$ cat config.mk
export PLATFORM = sky130hd
export DESIGN_NAME = circle_list_scan_ctrl_flat
export DESIGN_NICKNAME = d
export VERILOG_FILES = /design/src/rtl/circle_list_pkg.sv /design/src/rtl/circle_list_scan_ctrl_if.sv /design/src/rtl/circle_list_ptr_cnt.sv /design/src/rtl/circle_list_scan_ctrl.sv /design/src/flat_wrapper.sv
export SDC_FILE = /design/constraint.sdc
export NUM_CORES = 1
export LEC_CHECK = 0
export BUFFER_PORTS_ARGS = -buffer_cell sky130_fd_sc_hd__buf_4
export CORE_MARGIN = 5
export CORE_UTILIZATION = 54
export CTS_CLUSTER_DIAMETER = 120
export CTS_CLUSTER_SIZE = 10
export DETAILED_ROUTE_END_ITERATION = 16
export GPL_ROUTABILITY_DRIVEN = 0
export PLACE_DENSITY_LB_ADDON = 0.25
export SKIP_CTS_REPAIR_TIMING = 1
export SLEW_MARGIN = 20
export SYNTH_ARGS = -nofsm -noshare
export SYNTH_HDL_FRONTEND = slang
export SYNTH_HIERARCHICAL = 1
export SYNTH_SLANG_ARGS = --single-unit
$ cat constraint.sdc
create_clock -name clk -period 5.5 [get_ports clk]
set_input_delay 1.1 -clock clk [delete_from_list [all_inputs] [get_ports clk]]
set_output_delay 1.1 -clock clk [all_outputs]
set_load 0.1 [all_outputs]
$ cat src/rtl/circle_list_pkg.sv
// rtl/circle_list_pkg.sv - shared state encoding, parameter defaults and pointer wrap helper
package circle_list_pkg;

    localparam int DEPTH_DEF = 16;
    localparam int DW_DEF    = 8;
    localparam int AW_DEF    = 8;

    typedef enum logic [2:0] {
        ST_IDLE,
        ST_LOAD,
        ST_STEP,
        ST_CHECK,
        ST_RESP
    } scan_state_t;

    // Next cell index around the ring: the last cell wraps to 0, never to depth.
    function automatic int wrap_inc(input int ptr, input int depth);
        return (ptr >= depth - 1) ? 0 : ptr + 1;
    endfunction

endpackage

$ cat src/rtl/circle_list_scan_ctrl_if.sv
// rtl/circle_list_scan_ctrl_if.sv - controller lookup port: request handshake and one-cycle response
interface circle_list_scan_ctrl_if #(
    parameter int DW = circle_list_pkg::DW_DEF,
    parameter int AW = circle_list_pkg::AW_DEF
) ();

    logic          req_valid;
    logic          req_ready;
    logic [DW-1:0] req_key;
    logic          rsp_valid;
    logic          rsp_hit;
    logic [AW-1:0] rsp_addr;
    logic [DW-1:0] rsp_data;

    modport master (
        output req_valid, req_key,
        input  req_ready, rsp_valid, rsp_hit, rsp_addr, rsp_data
    );

    modport slave (
        input  req_valid, req_key,
        output req_ready, rsp_valid, rsp_hit, rsp_addr, rsp_data
    );

endinterface

$ cat src/rtl/circle_list_ptr_cnt.sv
// rtl/circle_list_ptr_cnt.sv - wrapping scan pointer, step counter and start pointer (CIRCLE_LIST_RESUME_EN)
module circle_list_ptr_cnt
    import circle_list_pkg::*;
#(
    parameter int DEPTH = DEPTH_DEF,
    parameter int AW    = AW_DEF
) (
    input  logic          clk,
    input  logic          rst,
    input  logic          load,
    input  logic          advance,
    input  logic          hit,
    output logic [AW-1:0] ptr,
    output logic [AW-1:0] start,
    output logic          done
);

    // One bit wider than the pointer so a full DEPTH=2^AW scan cannot overflow.
    logic [AW:0] step_cnt;

    // The advance in progress is the DEPTH-th evaluated cell.
    assign done = (step_cnt == (AW+1)'(DEPTH - 1));

    // Pointer and step count: load from the start pointer, then step with wrap.
    always_ff @(posedge clk) begin
        if (rst) begin
            ptr      <= '0;
            step_cnt <= '0;
        end else if (load) begin
            ptr      <= start;
            step_cnt <= '0;
        end else if (advance) begin
            step_cnt <= step_cnt + 1'b1;
            if (!done) begin
                ptr <= AW'(wrap_inc(32'(ptr), DEPTH));
            end
        end
    end

`ifdef CIRCLE_LIST_RESUME_EN
    logic [AW-1:0] start_q;

    // Resume just past the last hit; a miss leaves the start where it was.
    always_ff @(posedge clk) begin
        if (rst) begin
            start_q <= '0;
        end else if (hit) begin
            start_q <= AW'(wrap_inc(32'(ptr), DEPTH));
        end
    end

    assign start = start_q;
`else
    logic unused_hit;

    assign unused_hit = hit;
    assign start      = '0;
`endif

endmodule

$ cat src/rtl/circle_list_scan_ctrl.sv
// rtl/circle_list_scan_ctrl.sv - ring scan initiator: walks the next token, collects get, reports hit/miss (CIRCLE_LIST_RESUME_EN)
module circle_list_scan_ctrl
    import circle_list_pkg::*;
#(
    parameter int DEPTH = DEPTH_DEF,
    parameter int DW    = DW_DEF,
    parameter int AW    = AW_DEF
) (
    input  logic                    clk,
    input  logic                    rst,
    circle_list_scan_ctrl_if.slave  bus,
    output logic                    ring_ptr_rst,
    output logic                    ring_ptr_set,
    output logic [AW-1:0]           ring_ptr_addr,
    output logic                    ring_next,
    output logic [DW-1:0]           ring_cmp_data,
    input  logic                    ring_get,
    input  logic [DW-1:0]           ring_cur_data,
    input  logic                    ring_wrap
);

    scan_state_t   state, state_n;
    logic          load, advance, hit, done;
    logic          ready_c, valid_c;
    logic [AW-1:0] start;
    logic          hit_q;
    logic [AW-1:0] addr_q;
    logic [DW-1:0] data_q;

    // The ring reports wrap-around, but the step count alone ends a scan.
    logic unused_wrap;
    assign unused_wrap = ring_wrap;

    circle_list_ptr_cnt #(
        .DEPTH (DEPTH),
        .AW    (AW)
    ) u_ptr_cnt (
        .clk     (clk),
        .rst     (rst),
        .load    (load),
        .advance (advance),
        .hit     (hit),
        .ptr     (ring_ptr_addr),
        .start   (start),
        .done    (done)
    );

    // State register; reset abandons any scan without a response.
    always_ff @(posedge clk) begin
        if (rst) begin
            state <= ST_IDLE;
        end else begin
            state <= state_n;
        end
    end

    // Next state and per-state strobes; ring_get only counts in CHECK.
    always_comb begin
        state_n      = state;
        ready_c      = 1'b0;
        valid_c      = 1'b0;
        ring_next    = 1'b0;
        ring_ptr_rst = 1'b0;
        ring_ptr_set = 1'b0;
        load         = 1'b0;
        advance      = 1'b0;
        hit          = 1'b0;
        case (state)
            ST_IDLE: begin
                ready_c = 1'b1;
                if (bus.req_valid) begin
                    load    = 1'b1;
                    state_n = ST_LOAD;
                end
            end
            ST_LOAD: begin
                if (start == '0) begin
                    ring_ptr_rst = 1'b1;
                end else begin
                    ring_ptr_set = 1'b1;
                end
                state_n = ST_STEP;
            end
            ST_STEP: begin
                ring_next = 1'b1;
                state_n   = ST_CHECK;
            end
            ST_CHECK: begin
                if (ring_get) begin
                    hit     = 1'b1;
                    state_n = ST_RESP;
                end else begin
                    advance = 1'b1;
                    state_n = done ? ST_RESP : ST_STEP;
                end
            end
            ST_RESP: begin
                valid_c = 1'b1;
                state_n = ST_IDLE;
            end
            default: state_n = ST_IDLE;
        endcase
    end

    // Key broadcast and result registers; results hold until the next scan ends.
    always_ff @(posedge clk) begin
        if (rst) begin
            ring_cmp_data <= '0;
            hit_q         <= 1'b0;
            addr_q        <= '0;
            data_q        <= '0;
        end else begin
            if (load) begin
                ring_cmp_data <= bus.req_key;
            end
            if (hit) begin
                hit_q  <= 1'b1;
                addr_q <= ring_ptr_addr;
                data_q <= ring_cur_data;
            end else if (advance && done) begin
                hit_q  <= 1'b0;
                addr_q <= '0;
                data_q <= '0;
            end
        end
    end

    assign bus.req_ready = ready_c;
    assign bus.rsp_valid = valid_c;
    assign bus.rsp_hit   = hit_q;
    assign bus.rsp_addr  = addr_q;
    assign bus.rsp_data  = data_q;

endmodule

$ cat src/flat_wrapper.sv
// flat-port wrapper written by rule: the top's interface ports become plain ports
module circle_list_scan_ctrl_flat import circle_list_pkg::*;
#(
    parameter int DEPTH = DEPTH_DEF,
    parameter int DW    = DW_DEF,
    parameter int AW    = AW_DEF
)
  (clk, rst, ring_ptr_rst, ring_ptr_set, ring_ptr_addr, ring_next, ring_cmp_data, ring_get, ring_cur_data, ring_wrap, bus_req_valid, bus_req_key, bus_req_ready, bus_rsp_valid, bus_rsp_hit, bus_rsp_addr, bus_rsp_data);
  circle_list_scan_ctrl_if #(.DW(DW), .AW(AW)) bus_i ();
  input  logic clk;
  input  logic rst;
  output logic ring_ptr_rst;
  output logic ring_ptr_set;
  output logic [AW-1:0] ring_ptr_addr;
  output logic ring_next;
  output logic [DW-1:0] ring_cmp_data;
  input  logic ring_get;
  input  logic [DW-1:0] ring_cur_data;
  input  logic ring_wrap;
  input wire logic [$bits(bus_i.req_valid)-1:0] bus_req_valid;
  input wire logic [$bits(bus_i.req_key)-1:0] bus_req_key;
  output wire logic [$bits(bus_i.req_ready)-1:0] bus_req_ready;
  output wire logic [$bits(bus_i.rsp_valid)-1:0] bus_rsp_valid;
  output wire logic [$bits(bus_i.rsp_hit)-1:0] bus_rsp_hit;
  output wire logic [$bits(bus_i.rsp_addr)-1:0] bus_rsp_addr;
  output wire logic [$bits(bus_i.rsp_data)-1:0] bus_rsp_data;
  assign bus_i.req_valid = bus_req_valid;
  assign bus_i.req_key = bus_req_key;
  assign bus_req_ready = bus_i.req_ready;
  assign bus_rsp_valid = bus_i.rsp_valid;
  assign bus_rsp_hit = bus_i.rsp_hit;
  assign bus_rsp_addr = bus_i.rsp_addr;
  assign bus_rsp_data = bus_i.rsp_data;
  circle_list_scan_ctrl #(.DEPTH(DEPTH), .DW(DW), .AW(AW)) u_core (.clk(clk), .rst(rst), .bus(bus_i), .ring_ptr_rst(ring_ptr_rst), .ring_ptr_set(ring_ptr_set), .ring_ptr_addr(ring_ptr_addr), .ring_next(ring_next), .ring_cmp_data(ring_cmp_data), .ring_get(ring_get), .ring_cur_data(ring_cur_data), .ring_wrap(ring_wrap));
endmodule
* Word-level counts from Yosys, hierarchy flattened
Index checks and enable logic that the tools add are counted.
** Word-level totals
- Input port bits :: 21
- Output and inout bits :: 38
- Word-level logic and storage cells :: 42
- Flip-flop bits (word level) :: 45
** Operators by class
- Muxes and demuxes :: 20
- Eq/ne operators :: 6
- Reduce and logical (&&, ||, !) cells :: 5
- Order comparisons :: 1
- $add $sub $neg :: 2
- Bitwise operators :: 1
** Operator list (count)
- two-way mux 8 bit :: 4
- two-way mux 1 bit :: 12
- one-hot mux 3 bit (4 select lines) :: 1
- adder 9 x 1 -> 9 bit, second input constant :: 1
- == test 9 x 4 -> 1 bit, second input constant :: 1
- two-way mux 3 bit :: 3
- adder 8 x 1 -> 8 bit, second input constant :: 1
- greater-or-equal comparator 8 x 4 -> 1 bit, second input constant :: 1
- == test 3 x 2 -> 1 bit, second input constant :: 2
- == test 3 x 1 -> 1 bit, second input constant :: 1
- == test 3 bit, second input constant :: 1
- logical NOT 3 bit :: 1
- inequality test 2 bit, second input constant :: 1
- AND reduction 2 bit :: 1
- nonzero test 2 bit :: 1
- OR reduction 2 bit :: 1
- logical AND 1 bit :: 1
- NOT 1 bit :: 1

* Longest topological paths before layout
Gate-level depths: netlist of run 1.
- Depth after elaboration :: 5
- Mapped depth :: 8
- Gate-level depth less buffers :: 6

* Modules after synthesis
Netlist of run 1, hierarchy kept.
** By module, submodules not included
- circle_list_scan_ctrl :: seq. area each 560.5 µm², area each 1048.5 µm², times used 1, cells each 100
- circle_list_ptr_cnt :: seq. area each 340.3 µm², area each 813.3 µm², times used 1, cells each 89

* Least setup slack after synthesis of run 1
No wires, ideal clock.
- Path type :: register to output
- Start :: register u_core.state[0]
- End :: output port ring_ptr_rst
- Stages on the path, launching flop included :: 4
- Path slack :: 1675 ps
- Data required time :: 4400 ps
- Arrival :: 2725 ps
- Buffers on the path :: 1
- Cell sequence :: dfxtp_1 buf_6 or2b_1 nor3_1
** On the way
- Longest elaborated chain between the ends :: 2
** RTL lines
- start: declaration :: line circle_list_scan_ctrl.sv:22 : scan_state_t state, state_n;
- start signal: assignment :: line circle_list_scan_ctrl.sv:53 : state <= state_n;
- == test 3 x 1 -> 1 bit :: line circle_list_scan_ctrl.sv:68 : case (state)
- two-way mux 1 bit :: line circle_list_scan_ctrl.sv:68
- end: declaration :: line flat_wrapper.sv:12 : output logic ring_ptr_rst;
No other way between the ends.

* Final worst setup path of run 1
Same ends and word-level chain as after synthesis.

==> out/metrics.yaml, run 1 <==
placed_design:
  buffer_ports.inserted: 56
  place_hpwl_mm: 2.63
  dpl_cell_area_mm2: 0.00224
  placement.setup.worst_slack_ps: 2750
critical_path:
  crit_family: "flip-flops"
  arrival_ps: 1640
  data_required_time_at_the_worst_endpoint_ps: 4400
  startpoint_type: "flip-flop"
  cp_num_buf_inv: 1
  worstPathCellList: "or2b_1 -> nor3_1 -> buf_4"
  cp_max_fo: 10
  crit_path_max_incr_delay_ps: 510
  timing.critical_path.depth: 3
  r2r_cell_count: 5
  worst_path_max_delay_cell: "dfxtp_1"
  worstSetupPathType: "flip-flop to primary output"
  cp-end-kind: "primary output"
timing:
  finalWorstSetupSlack_ps: 2760
  tns_ps: 0
  maximum_clock_rate_mhz: 366
  hold_ws_ps: 469
  layout_worst_path_cycle_share_pct: 49.7
  rsz0062_at_grt: "no"
  hold_violations: 0
  fin_worst_skew_ps: 19.6
  fin_crit_ps: 2740
  timing.max_slew.rel_slack_pct: -101
  final-setup-viol-count: 0
  max_slew_violation_count: 1
  slew_worst_pin_ps: 3000
synth:
  mean_cell_area_of_the_mapped_netlist_um2: 9.87
  syn-instance-count: 188
  synthesis.area_mm2: 0.00186
  synth_warnings: 6
floorplanning:
  floorplan.initialDensity_pct: 55.6
  die_span_y_um: 68.6
  fp.dieArea_mm2: 0.00471
  fp.coreArea_mm2: 0.00334
  die_width_um: 68.6
  std_cell_rows: 21
  ioPinCount: 59
grt:
  global_route.usage.total_pct: 16.4
  via_count_of_the_first_global_routing_pass: 1319
  grt_remaining_overflow: 0
  grt_antenna_before_repair: 0
  grt_pass1_wl_mm: 5.75
  grt_max_degree: 18
cts:
  clk_latency_ps: 360
  clk_root_buffer_cell: "clkbuf_4"
  cts_max_level: 2
  numClockSinks: 45
  clk_path_buf_depth: 2
  cts_buffers: 5
  tritoncts: "yes"
  path_clk_slew_ps: 130
power:
  worst_ir_drop_on_vdd_mv: 0.246
  power.share.switching_pct: 29.1
  power.density_mw_per_mm2: 277
  p_leak_uw: 0.000996
  power.switching_uw: 187
  share_seq_of_total_power_pct: 52.6
  intPower_uw: 456
  share_clk_of_total_power_pct: 30.9
  combinational_share_of_power_pct: 16.5
layout:
  num-nets-final: 265
  ratio_of_cells_with_drive_above_1_in_the_final_layout_pct: 32.1
  postLayoutCellArea_mm2: 0.00232
  final_core_utilization_pct: 69.6
  n_fill_cell: 271
  antenna-diode-count: 0
  syn2layout_area_growth_pct: 25.2
drt:
  drt_wl_total_mm: 3.65
  post_drt_via_cell_ratio: 5.19
  final_antenna_net_count: 0
  drt_first_pass_iters: 4
  wl_per_cell_um: 12.6
  via_count: 1501
  drt_first_iter_violations: 67
  drcViolationCount: 0
run:
  max_cap_viol_count: 0
status:
  status: "finished, violations left"
  violations: "max-slew violations"
min_path:
  hold_path.class: "flip-flop to flip-flop"
  number_of_stages_on_the_worst_hold_path: 2
worst reg2reg max path, cell delays in order (launching register included):
cell and delay [ps]:
dfxtp_1 540, nand3b_1 190, nor2_1 490, nand4_1 320, or3_2 530, a21oi_1 140
path summary, 6_finish.rpt:
kind	start	end	slack (ps)
hold / removal	u_core/ring_cmp_data[4]	u_core/ring_cmp_data[4]	470
setup / recovery	u_core/state[0]	ring_ptr_rst	2760
hold reg to reg	u_core/ring_cmp_data[4]	u_core/ring_cmp_data[4]	470
setup reg to reg	u_core/state[1]	u_core/u_ptr_cnt/step_cnt[5]	3210
metrics by stage:
stage,std cells,total power [uW]
final,289,644
after global placement,281,451
after CTS,289,649
after detailed placement,281,452
after global routing,289,668
after floorplan,195,433
cell usage in the layout (no fill, tap or decap), types with 3 or more instances in the layout:
cell and count:
a21oi_1 11, dfxtp_1 45, a22o_1 16, xor2_1 4
buf_4 56, clkbuf_4 5, a21oi_2 5, nor4_1 4
nand2_1 25, nor3_1 3, o21ai_0 4, nand3_1 4
and3_1 5, nor2_1 12, nand4_1 3, conb_1 8
cell type report:
| cell class | instances | area, um^2 | share of cell area [%] |
|---|---|---|---|
| repair buffers | 56 | 420 | 18.1 |
| clock buffers | 6 | 41.3 | 1.78 |
| inverters | 1 | 16.3 | 0.700 |
| multi-input cells | 133 | 847 | 36.5 |
| flip-flops and latches | 45 | 901 | 38.8 |
| well taps | 46 | 57.6 | 2.48 |
| clock inverters | 2 | 38.8 | 1.67 |
flip-flops by register name, indices dropped and copies added, names as in the netlist:
name	cells
u_core/u_ptr_cnt/step_cnt	9
u_core/bus.rsp_addr	8
u_core/bus.rsp_data	8
u_core/ring_cmp_data	8
u_core/u_ptr_cnt/ptr	8
u_core/state	3
u_core/bus.rsp_hit	1
power groups by stage:
stage	clock (uW)	combinational, uW	sequential [uW]
CTS	204	107	339
finish	199	106	339
global route	216	112	340
global placement	0	106	345
detailed placement	0	107	346
floorplan	0	54.1	379
routing by layer:
layer | GRT usage, % | wire (um) | share of wire, %
met4 | 8.19 | 59 | 1.6
met1 | 20.2 | 1630 | 45
met2 | 25.9 | 1660 | 45
met3 | 5.02 | 299 | 8.2
met5 | 0 | 0 | 0
Note: power is estimated with default switching activity, not from simulation.
==> inputs of run 2 (changes only) <==
CORE_UTILIZATION = 45   (was 54)
clock period = 2.4 ns   (was 5.5 ns; I/O delays follow)
==> run 2 against run 1 <==
The flow still finishes with violations (max-slew violations). Final area grew 3.3%. Count of clock-buffer cells in the layout up 1. Combinational power rose by 140%. Highest routed layer unchanged. Core utilization decreased by 9.6 points. Largest power group unchanged. Worst setup slack got worse by 2400 ps. Worst hold slack got worse by 68 ps.
==> out/metrics.yaml, run 2 (same netlist as run 1, synthesis figures left out) <==
status:
  status: "finished, violations left"
  violations: "max-slew violations"
critical_path:
  worstPathCellList: "ha_1 -> or4b_4 -> nor2_1 -> or2_2 -> a21oi_2 -> a22o_1"
  regToRegSetupSlack_ps: 320
  crit_path_end: "u_core/bus.rsp_data[0]"
  cp-end-kind: "flip-flop"
  regToRegEndpoint: "u_core/bus.rsp_data[0]"
  arrival_ps: 2310
  r2r_cell_count: 6
  data_required_time_at_the_worst_endpoint_ps: 2630
  r2r_start: "u_core/u_ptr_cnt/step_cnt[0]"
  cp_max_fo: 17
  startpoint_type: "flip-flop"
  crit_path_start: "u_core/u_ptr_cnt/step_cnt[0]"
  crit_path_max_incr_delay_ps: 610
  worstSetupPathType: "flip-flop to flip-flop"
  worst_path_max_delay_cell: "a21oi_2"
timing:
  hold_ws_ps: 401
  tns_ps: 0
  layout_worst_path_cycle_share_pct: 86.5
  fin_worst_skew_ps: 9.01
  hold_violations: 0
  max_slew_violation_count: 1
  final-setup-viol-count: 0
  maximum_clock_rate_mhz: 482
  slew_worst_pin_ps: 3000
  rsz0062_at_grt: "no"
  timing.max_slew.rel_slack_pct: -102
  fin_crit_ps: 2080
cts:
  clk_path_buf_depth: 2
  path_clk_slew_ps: 80
  clk_latency_ps: 290
  tritoncts: "yes"
  cts_max_level: 2
  numClockSinks: 45
  cts_buffers: 5
  clk_root_buffer_cell: "clkbuf_8"
power:
  worst_ir_drop_on_vdd_mv: 0.445
  power.density_mw_per_mm2: 667
  p_leak_uw: 0.00103
drt:
  drt_wl_total_mm: 3.92
  final_antenna_net_count: 0
  post_drt_via_cell_ratio: 5.04
  drcViolationCount: 0
  drt_first_pass_iters: 4
  wl_per_cell_um: 13.3
  drt_first_iter_violations: 52
  via_count: 1486
min_path:
  hold_path.class: "input pin to flip-flop"
  timing.hold.worst.start: "ring_cur_data[2]"
grt:
  grt_util_met3_pct: 4.46
  grt_met2_use_pct: 24.3
  grt-busiest-layer: "met2"
  grtUsageMet1_pct: 19.0
  global_route.usage.total_pct: 14.9
  via_count_of_the_first_global_routing_pass: 1436
  grt_antenna_before_repair: 0
  grt_max_degree: 18
  grt_pass1_wl_mm: 6.50
  grt_remaining_overflow: 0
layout:
  ratio_of_cells_with_drive_above_1_in_the_final_layout_pct: 34.3
  num-nets-final: 267
  antenna-diode-count: 0
  syn2layout_area_growth_pct: 29.3
  layout.cells.most_common_list: "58 x buf_4, 45 x dfxtp_1, 25 x nand2_1"
  mostFrequentLayoutCell: "buf_4"
  reg_with_most_ffs: "u_core/u_ptr_cnt/step_cnt"
  number_of_flip_flops_in_the_largest_register: 9
floorplanning:
  die_width_um: 74.2
  die_span_y_um: 74.2
  floorplan.initialDensity_pct: 46.4
  std_cell_rows: 23
  fp.coreArea_mm2: 0.00400
  ioPinCount: 59
  fp.dieArea_mm2: 0.00551
placed_design:
  place_hpwl_mm: 2.89
  buffer_ports.inserted: 56
run:
  max_cap_viol_count: 0
run 2: layer usage:
layer	vias to the layer above	wire [um]
met5	-	0
met4	0	36
met3	5	299
met2	31	1840
met1	686	1750
li1	764	-
run 2: stage by stage:
step	instance area [um^2]	total power, uW	util (%)	worst slack [ps]	std cells
3_5_place_dp	2280	1040	57.1	358	287
4_1_cts	2400	1620	60.0	325	295
3_3_place_gp	2280	1040	57.1	362	287
5_1_grt	2400	1670	60.0	179	295
6_report	2400	1600	60.0	324	295
2_1_floorplan	1900	996	-	35.8	195
run 2: worst max-delay path: cells and delay by family, from the launching register on:
kind | cells | cell delay [ps]
AOI/OAI and AO/OA | 2 | 850
adders and majority gates | 1 | 220
DFF | 1 | 350
and+or+nand+nor | 3 | 600
run 2: layout make-up:
| type | instances | area (um^2) |
|---|---|---|
| flip-flops and latches | 45 | 901 |
| repair buffers | 58 | 435 |
| well taps | 50 | 62.6 |
| fillers | 359 | 1600 |
| clock inverters | 1 | 30.0 |
| clock buffers | 7 | 86.3 |
| inverters | 1 | 16.3 |
| multi-input cells | 133 | 867 |
run 2: worst min path at each step:
stage | end | slack (ps) | cells after the start
global placement | u_core/bus.rsp_hit | 440 | 1
global route | u_core/bus.rsp_data[6] | 390 | 2
CTS | u_core/bus.rsp_data[5] | 390 | 2
floorplan | u_core/u_ptr_cnt/step_cnt[8] | 460 | 2
detailed placement | u_core/bus.rsp_hit | 440 | 1
finish | u_core/bus.rsp_data[2] | 400 | 2
run 2: power breakdown:
part	total (uW)	switching, uW	internal [uW]
combinational	250	185	65.1
clock	576	237	339
sequential	774	12.8	761
